## src/rtl/fsm_self_test_seq.sv

```systemverilog
// fsm_self_test_seq
//   Self-test sequencer for the synchronization block. It stands in for the
//   main FSM state output and walks a state code through 0..N_STATES-1, holding
//   each code for a programmable number of cycles, so the state display and
//   readout path can be exercised without the real acquisition machinery.
//   Code meanings: 0=IDLE, 1=FG_WAIT_OPTO, 2=FG_WAIT_OPEN, 3=WAIT_PHASE_FRONT,
//   4=WAIT_PHASE_DELAY, 5=TRIGGER_PROLONG, 6=DETECTOR_BUSY, 7=DETECTOR_WAIT,
//   8=DETECTOR_FINISHED.
//
// Ports
//   clock         in   1        system clock, rising edge
//   reset         in   1        asynchronous, active-high
//   enable        in   1        1 = run the sequence, 0 = abort / idle
//   mode_loop     in   1        1 = wrap to code 0 after the last code
//   step_mode     in   1        1 = hold at the end of each dwell until step
//   step          in   1        single-cycle pulse, advances one code in hold
//   dwell_cycles  in   DWELL_W  cycles per code, 0 behaves as 1
//   state_out     out  STATE_W  current sequenced code
//   state_change  out  1        pulse on every code entry
//   wrap          out  1        pulse when the last code wraps to code 0
//   busy          out  1        sequence active (RUN or HOLD)
//   done          out  1        single pass completed
//   pass_count    out  PASS_W   completed loop passes, modulo 2**PASS_W

module fsm_self_test_seq #(
  parameter int STATE_W  = 8,
  parameter int N_STATES = 9,
  parameter int DWELL_W  = 24,
  parameter int PASS_W   = 16
) (
  input  logic               clock,
  input  logic               reset,
  input  logic               enable,
  input  logic               mode_loop,
  input  logic               step_mode,
  input  logic               step,
  input  logic [DWELL_W-1:0] dwell_cycles,
  output logic [STATE_W-1:0] state_out,
  output logic               state_change,
  output logic               wrap,
  output logic               busy,
  output logic               done,
  output logic [PASS_W-1:0]  pass_count
);

  typedef enum logic [1:0] {
    CTRL_OFF,
    CTRL_RUN,
    CTRL_HOLD,
    CTRL_DONE
  } ctrl_e;

  localparam logic [STATE_W-1:0] LAST_CODE = STATE_W'(N_STATES - 1);

  ctrl_e              ctrl_q, ctrl_d;
  logic [STATE_W-1:0] code_q, code_d;
  logic [DWELL_W-1:0] cnt_q, cnt_d;
  logic               change_q, change_d;
  logic               wrap_q, wrap_d;
  logic               busy_q, busy_d;
  logic               done_q, done_d;
  logic [PASS_W-1:0]  pass_q, pass_d;

  logic [DWELL_W-1:0] dwell_load;
  logic               do_advance;
  logic               do_abort;

  // The counter is loaded with D-1 on code entry, so a code is visible for
  // exactly D cycles. A programmed dwell of zero is treated as one cycle.
  always_comb begin
    if (dwell_cycles == '0) begin
      dwell_load = '0;
    end else begin
      dwell_load = dwell_cycles - DWELL_W'(1);
    end
  end

  // Next-state logic. The case statement only decides whether the sequence
  // starts, counts, holds, advances or aborts; the advance and abort effects
  // are applied afterwards so RUN and HOLD share one advance path.
  always_comb begin
    ctrl_d     = ctrl_q;
    code_d     = code_q;
    cnt_d      = cnt_q;
    change_d   = 1'b0;
    wrap_d     = 1'b0;
    busy_d     = busy_q;
    done_d     = done_q;
    pass_d     = pass_q;
    do_advance = 1'b0;
    do_abort   = 1'b0;

    case (ctrl_q)
      CTRL_OFF: begin
        if (enable) begin
          ctrl_d   = CTRL_RUN;
          code_d   = '0;
          cnt_d    = dwell_load;
          change_d = 1'b1;
          busy_d   = 1'b1;
          done_d   = 1'b0;
          pass_d   = '0;
        end
      end

      // step is deliberately ignored here; it only matters in HOLD.
      CTRL_RUN: begin
        if (!enable) begin
          do_abort = 1'b1;
        end else if (cnt_q != '0) begin
          cnt_d = cnt_q - DWELL_W'(1);
        end else if (step_mode) begin
          ctrl_d = CTRL_HOLD;
        end else begin
          do_advance = 1'b1;
        end
      end

      // Leaving step mode while held releases the hold on the next edge.
      CTRL_HOLD: begin
        if (!enable) begin
          do_abort = 1'b1;
        end else if (step || !step_mode) begin
          do_advance = 1'b1;
        end
      end

      CTRL_DONE: begin
        if (!enable) begin
          do_abort = 1'b1;
        end
      end

      default: begin
        do_abort = 1'b1;
      end
    endcase

    // mode_loop is only looked at here, at the last-code decision.
    if (do_advance) begin
      if (code_q != LAST_CODE) begin
        ctrl_d   = CTRL_RUN;
        code_d   = code_q + STATE_W'(1);
        cnt_d    = dwell_load;
        change_d = 1'b1;
      end else if (mode_loop) begin
        ctrl_d   = CTRL_RUN;
        code_d   = '0;
        cnt_d    = dwell_load;
        change_d = 1'b1;
        wrap_d   = 1'b1;
        pass_d   = pass_q + PASS_W'(1);
      end else begin
        ctrl_d = CTRL_DONE;
        busy_d = 1'b0;
        done_d = 1'b1;
      end
    end

    // Abort leaves pass_count untouched so it can still be read back.
    if (do_abort) begin
      ctrl_d = CTRL_OFF;
      code_d = '0;
      cnt_d  = '0;
      busy_d = 1'b0;
      done_d = 1'b0;
    end
  end

  always_ff @(posedge clock or posedge reset) begin
    if (reset) begin
      ctrl_q   <= CTRL_OFF;
      code_q   <= '0;
      cnt_q    <= '0;
      change_q <= 1'b0;
      wrap_q   <= 1'b0;
      busy_q   <= 1'b0;
      done_q   <= 1'b0;
      pass_q   <= '0;
    end else begin
      ctrl_q   <= ctrl_d;
      code_q   <= code_d;
      cnt_q    <= cnt_d;
      change_q <= change_d;
      wrap_q   <= wrap_d;
      busy_q   <= busy_d;
      done_q   <= done_d;
      pass_q   <= pass_d;
    end
  end

  assign state_out    = code_q;
  assign state_change = change_q;
  assign wrap         = wrap_q;
  assign busy         = busy_q;
  assign done         = done_q;
  assign pass_count   = pass_q;

endmodule

```

## config.mk

```make
export PLATFORM = sky130hd
export DESIGN_NAME = fsm_self_test_seq
export DESIGN_NICKNAME = d
export VERILOG_FILES = /design/src/rtl/fsm_self_test_seq.sv
export SDC_FILE = /design/constraint.sdc
export NUM_CORES = 1
export LEC_CHECK = 0
export BUFFER_PORTS_ARGS = -buffer_cell sky130_fd_sc_hd__buf_2
export CAP_MARGIN = 15
export CORE_MARGIN = 2
export CORE_UTILIZATION = 45
export CTS_CLUSTER_SIZE = 40
export DETAILED_ROUTE_END_ITERATION = 8
export PLACE_DENSITY = 0.65
export SLEW_MARGIN = 40
export SYNTH_ARGS = -nofsm -noshare
export SYNTH_HDL_FRONTEND = slang
export SYNTH_SLANG_ARGS = --single-unit
```

## constraint.sdc

```tcl
create_clock -name clock -period 4.08 [get_ports clock]
set_clock_uncertainty 0.15 [all_clocks]
set_input_delay 0.204 -clock clock [delete_from_list [all_inputs] [get_ports clock]]
set_output_delay 0.204 -clock clock [all_outputs]
set_load 0.03 [all_outputs]
```

==> out/metrics.csv <==
stage,metric,value,unit
run_status,status,finished clean,
clocking,CTS max path bufs,2,
logic_synthesis,xor-xnor portion of the synthesized cell area,0.06717,
routing,Final ANT Viol Nets,0,
logic_synthesis,post-synthesis mux area share,0.02309,
logic_synthesis,Post-Synthesis Cells,516,
floorplanning,Core Area,9109,um^2
logic_synthesis,Synth Area in Compound Gates,0.2435,
critical_path,Setup crit end kind,register,
timing,Final TNS setup,0,ps
critical_path,CP top delay family,simple AND/OR/NAND/NOR gates,
clocking,CTS tree,yes,
critical_path,Crit Path Max Fanout,5,
floorplanning,die width,100.3,um
floorplanning,die height,100.3,um
min_path,Hold Path Class,in -> reg,
timing,Final period util,0.7985,
clocking,H-Tree Level Count,2,
timing,Least-Margin Pin Slew,696.7,ps
clocking,CTS Buf Count,5,
timing,Final Hold Viols,0,
cells_and_area,final instance count without filler cells,675,
critical_path,cells on worst reg2reg path,7,
logic_synthesis,synthesis warning total,0,
routing,final WL,11.74,mm
routing,Vias,4205,
clocking,"Clk Latency, worst-skew pair",310,ps
logic_synthesis,Synth async-reset ratio,1.000,
pwr,leak pwr,1.953,nW
timing,Final Max Tran Viols,0,
logic_synthesis,simple-gate area share of the yosys netlist,0.2603,
critical_path,kind of critical path,in -> reg,
floorplanning,Die ar.,10060,um^2
global_route,first-pass GRT wire length,19.09,mm
critical_path,reg2reg start,cnt_q[18],
clocking,CTS sink count,54,
timing,post-route minimum period,3258,ps
logic_synthesis,syn_nets,556,
timing,final setup violation count,0,
pwr,Peak supply drop,201.7,uV
critical_path,Setup crit start kind,input pin,
logic_synthesis,Syn Area/Cell,8.087,um^2
min_path,sink of the worst hold path,cnt_q[20],
critical_path,"slowest stage cell, crit path",or4b_2,
routing,DRT iter0 DRCs,292,
logic_synthesis,Seq cells post-synth,54,
logic_synthesis,main combinational cell family by area after synthesis,simple AND/OR/NAND/NOR gates,
clocking,Worst-path clk slew,100,ps
logic_synthesis,"EDFF count, synth",0,
global_route,GRT Total Usage,0.2366,
pwr,power per cell area,544.2,nW/um^2
critical_path,arrival time at the worst endpoint,3340,ps
min_path,hold depth,3,
critical_path,CP required,4160,ps
critical_path,worst path bufs/invs,3,
critical_path,Reg2Reg Capture Point,cnt_q[19],
routing,WL/cell,17.39,um
floorplanning,I/O pin total,58,
placed_design,Cells after DPL,665,
logic_synthesis,Synth cell types,62,
floorplanning,row cnt,35,
global_route,vias in the first global route,3808,
routing,DR pass1 iterations,7,
critical_path,CP Cell Sequence,"dlygate4sd3_1, buf_2, inv_1, ha_1, or4b_2, or4_1, or4_1, a21oi_1, a222oi_1, nor3_1",
placed_design,Port Buffers,57,
logic_synthesis,Mapped Area,4173,um^2
critical_path,"reg-to-reg slack, setup",910,ps
timing,Max Clock Freq,0.3070,GHz
logic_synthesis,"Seq/Total Area, Yosys",0.3238,
placed_design,Placer Congestion,0.9086,
placed_design,hpwl dp,8.495,mm
cells_and_area,# nets final,603,
timing,worst setup margin,822.3,ps
timing,Slew Limit Headroom,0.5355,
global_route,antenna violations before repair,0,
routing,vias per inst,6.230,
clocking,Post-CTS Resized,0,
logic_synthesis,post-synthesis adder-cell area fraction,0.02999,
routing,DRC,0,
cells_and_area,area growth from synthesis to layout,11.93,%
timing,RSZ-0062 raised after global routing,false,
min_path,Hold Startpoint,dwell_cycles[20],
clocking,CTS root buf,clkbuf_8,
global_route,largest net degree at the start of global routing,55,
critical_path,CP max stage delay,610,ps
job,Max-Cap Viols,0,
critical_path,CP dominant cell by count,or4_1,
global_route,total gr overflow,0,
cells_and_area,fraction of layout cells with a size suffix above 1,0.1809,
cells_and_area,diode count,0,
placed_design,Place WS,925.8,ps
logic_synthesis,Post-synth top flop,dfrtp_1,
floorplanning,initial core utilization,0.4581,
-- through the flow --
| stage | cell area, um^2 | hold slack, ps | total power [mW] | util |
|---|---|---|---|---|
| final | 4671 | 69.34 | 2.542 | 0.5128 |
| after global placement | 4553 | 291.1 | 2.190 | 0.4999 |
| after global routing | 4671 | 91.56 | 2.735 | 0.5128 |
| after floorplan | 4173 | 165.1 | 1.838 | - |
| after detailed placement | 4553 | 300.6 | 2.212 | 0.4999 |
| after CTS | 4663 | 57.69 | 2.529 | 0.5120 |
-- worst max-delay path by stage --
stage,from,cells past startpoint,endpoint
floorplan,cnt_q[18],9,pass_count[7]
detailed placement,cnt_q[18],8,pass_count[14]
global route,dwell_cycles[0],9,cnt_q[17]
finish,dwell_cycles[0],10,cnt_q[18]
global placement,cnt_q[18],7,cnt_q[17]
CTS,dwell_cycles[0],10,cnt_q[18]
-- cell usage after synthesis, drive strengths merged, types with 4 or more instances --
master	n	area, um^2
inv	23	86.33
nor4	29	196.4
a21o	4	30.03
o2111ai	5	43.79
dfrtp	54	1351
o21ai	45	225.2
xnor2	21	183.9
or3	10	62.56
xor2	11	96.34
or2	8	50.05
a22o	4	35.03
o211ai	5	42.54
nand2	41	153.9
o22ai	12	75.07
a21oi	29	148.9
mux2i	4	40.04
o31ai	6	45.04
nand3	17	85.08
clkbuf	21	78.83
or4	13	97.59
nor2	37	138.9
and3	5	31.28
ha	10	125.1
a22oi	14	105.1
a211oi	4	30.03
and2	4	25.02
nand4	4	25.02
nor3	22	115.1
buf	9	47.55
mux2	5	56.30
-- routing by layer --
| layer | share of wire | up-vias | GRT usage |
|---|---|---|---|
| met2 | 0.47 | 165 | 0.3944 |
| met4 | 0.020 | 0 | 0.06849 |
| met1 | 0.45 | 1976 | 0.3164 |
| li1 | - | 2043 | - |
| met5 | 0 | - | 0 |
| met3 | 0.065 | 21 | 0.03969 |
-- registers in the layout (all words and copies together), names as in the netlist --
register / cells
state_out: 8
wrap: 1
state_change: 1
done: 1
pass_count: 16
cnt_q: 24
busy: 1
ctrl_q: 2
-- report_power, final --
part / internal [mW] / switching, mW / leakage (nW)
logic: 0.549 / 0.853 / 1.19
registers: 0.662 / 0.167 / 0.721
clock network: 0.121 / 0.190 / 0.0441
total: 1.33 / 1.21 / 1.95
-- area by class of cell --
cell class / count / area, um^2
timing repair buffer: 70 / 387.9
fill: 873 / 4438
sequential: 54 / 1351
multi-input combinational: 408 / 2611
clock inverter: 3 / 21.27
clock buffer: 5 / 68.82
inverter: 24 / 91.34
tap: 111 / 138.9
-- cells by family (layout without fill, tap and decap cells) --
logic type,after synthesis,after routing
buf+inv,54,102
compound gates,155,155
xor+xnor,32,32
flops,54,54
simple gates,202,202
mux,9,9
fa+ha+maj,10,10
-- worst min-delay path: stages --
cell and delay (ps):
buf_2 110, xnor2_1 120, o22ai_1 70
-- placed cells by master, fill, tap and decap left out, types with 5 or more instances in the layout --
cell type / netlist / routed
nand2_1: 41 / 41
xnor2_1: 21 / 21
nor4_1: 28 / 28
ha_1: 10 / 10
mux2_2: 5 / 5
or4_1: 13 / 13
a22oi_1: 14 / 14
nor3_1: 21 / 21
or2_2: 8 / 8
o31ai_1: 6 / 6
inv_1: 23 / 22
and3_1: 5 / 5
a21oi_1: 28 / 28
dfrtp_1: 54 / 54
o22ai_1: 12 / 12
or3_1: 10 / 10
clkbuf_8: 0 / 5
buf_2: 8 / 57
nand3_1: 17 / 17
nor2_1: 37 / 37
o21ai_0: 32 / 32
xor2_1: 11 / 11
buf_4: 1 / 11
o21ai_1: 13 / 13
o2111ai_1: 5 / 5
-- timing repair --
| item | in CTS | in global routing |
|---|---|---|
| hold buffers | 2 | 0 |
| setup buffers | 0 | 0 |
| hold endpoints to repair | 55 | 0 |
(Power assumes the default switching activity.)
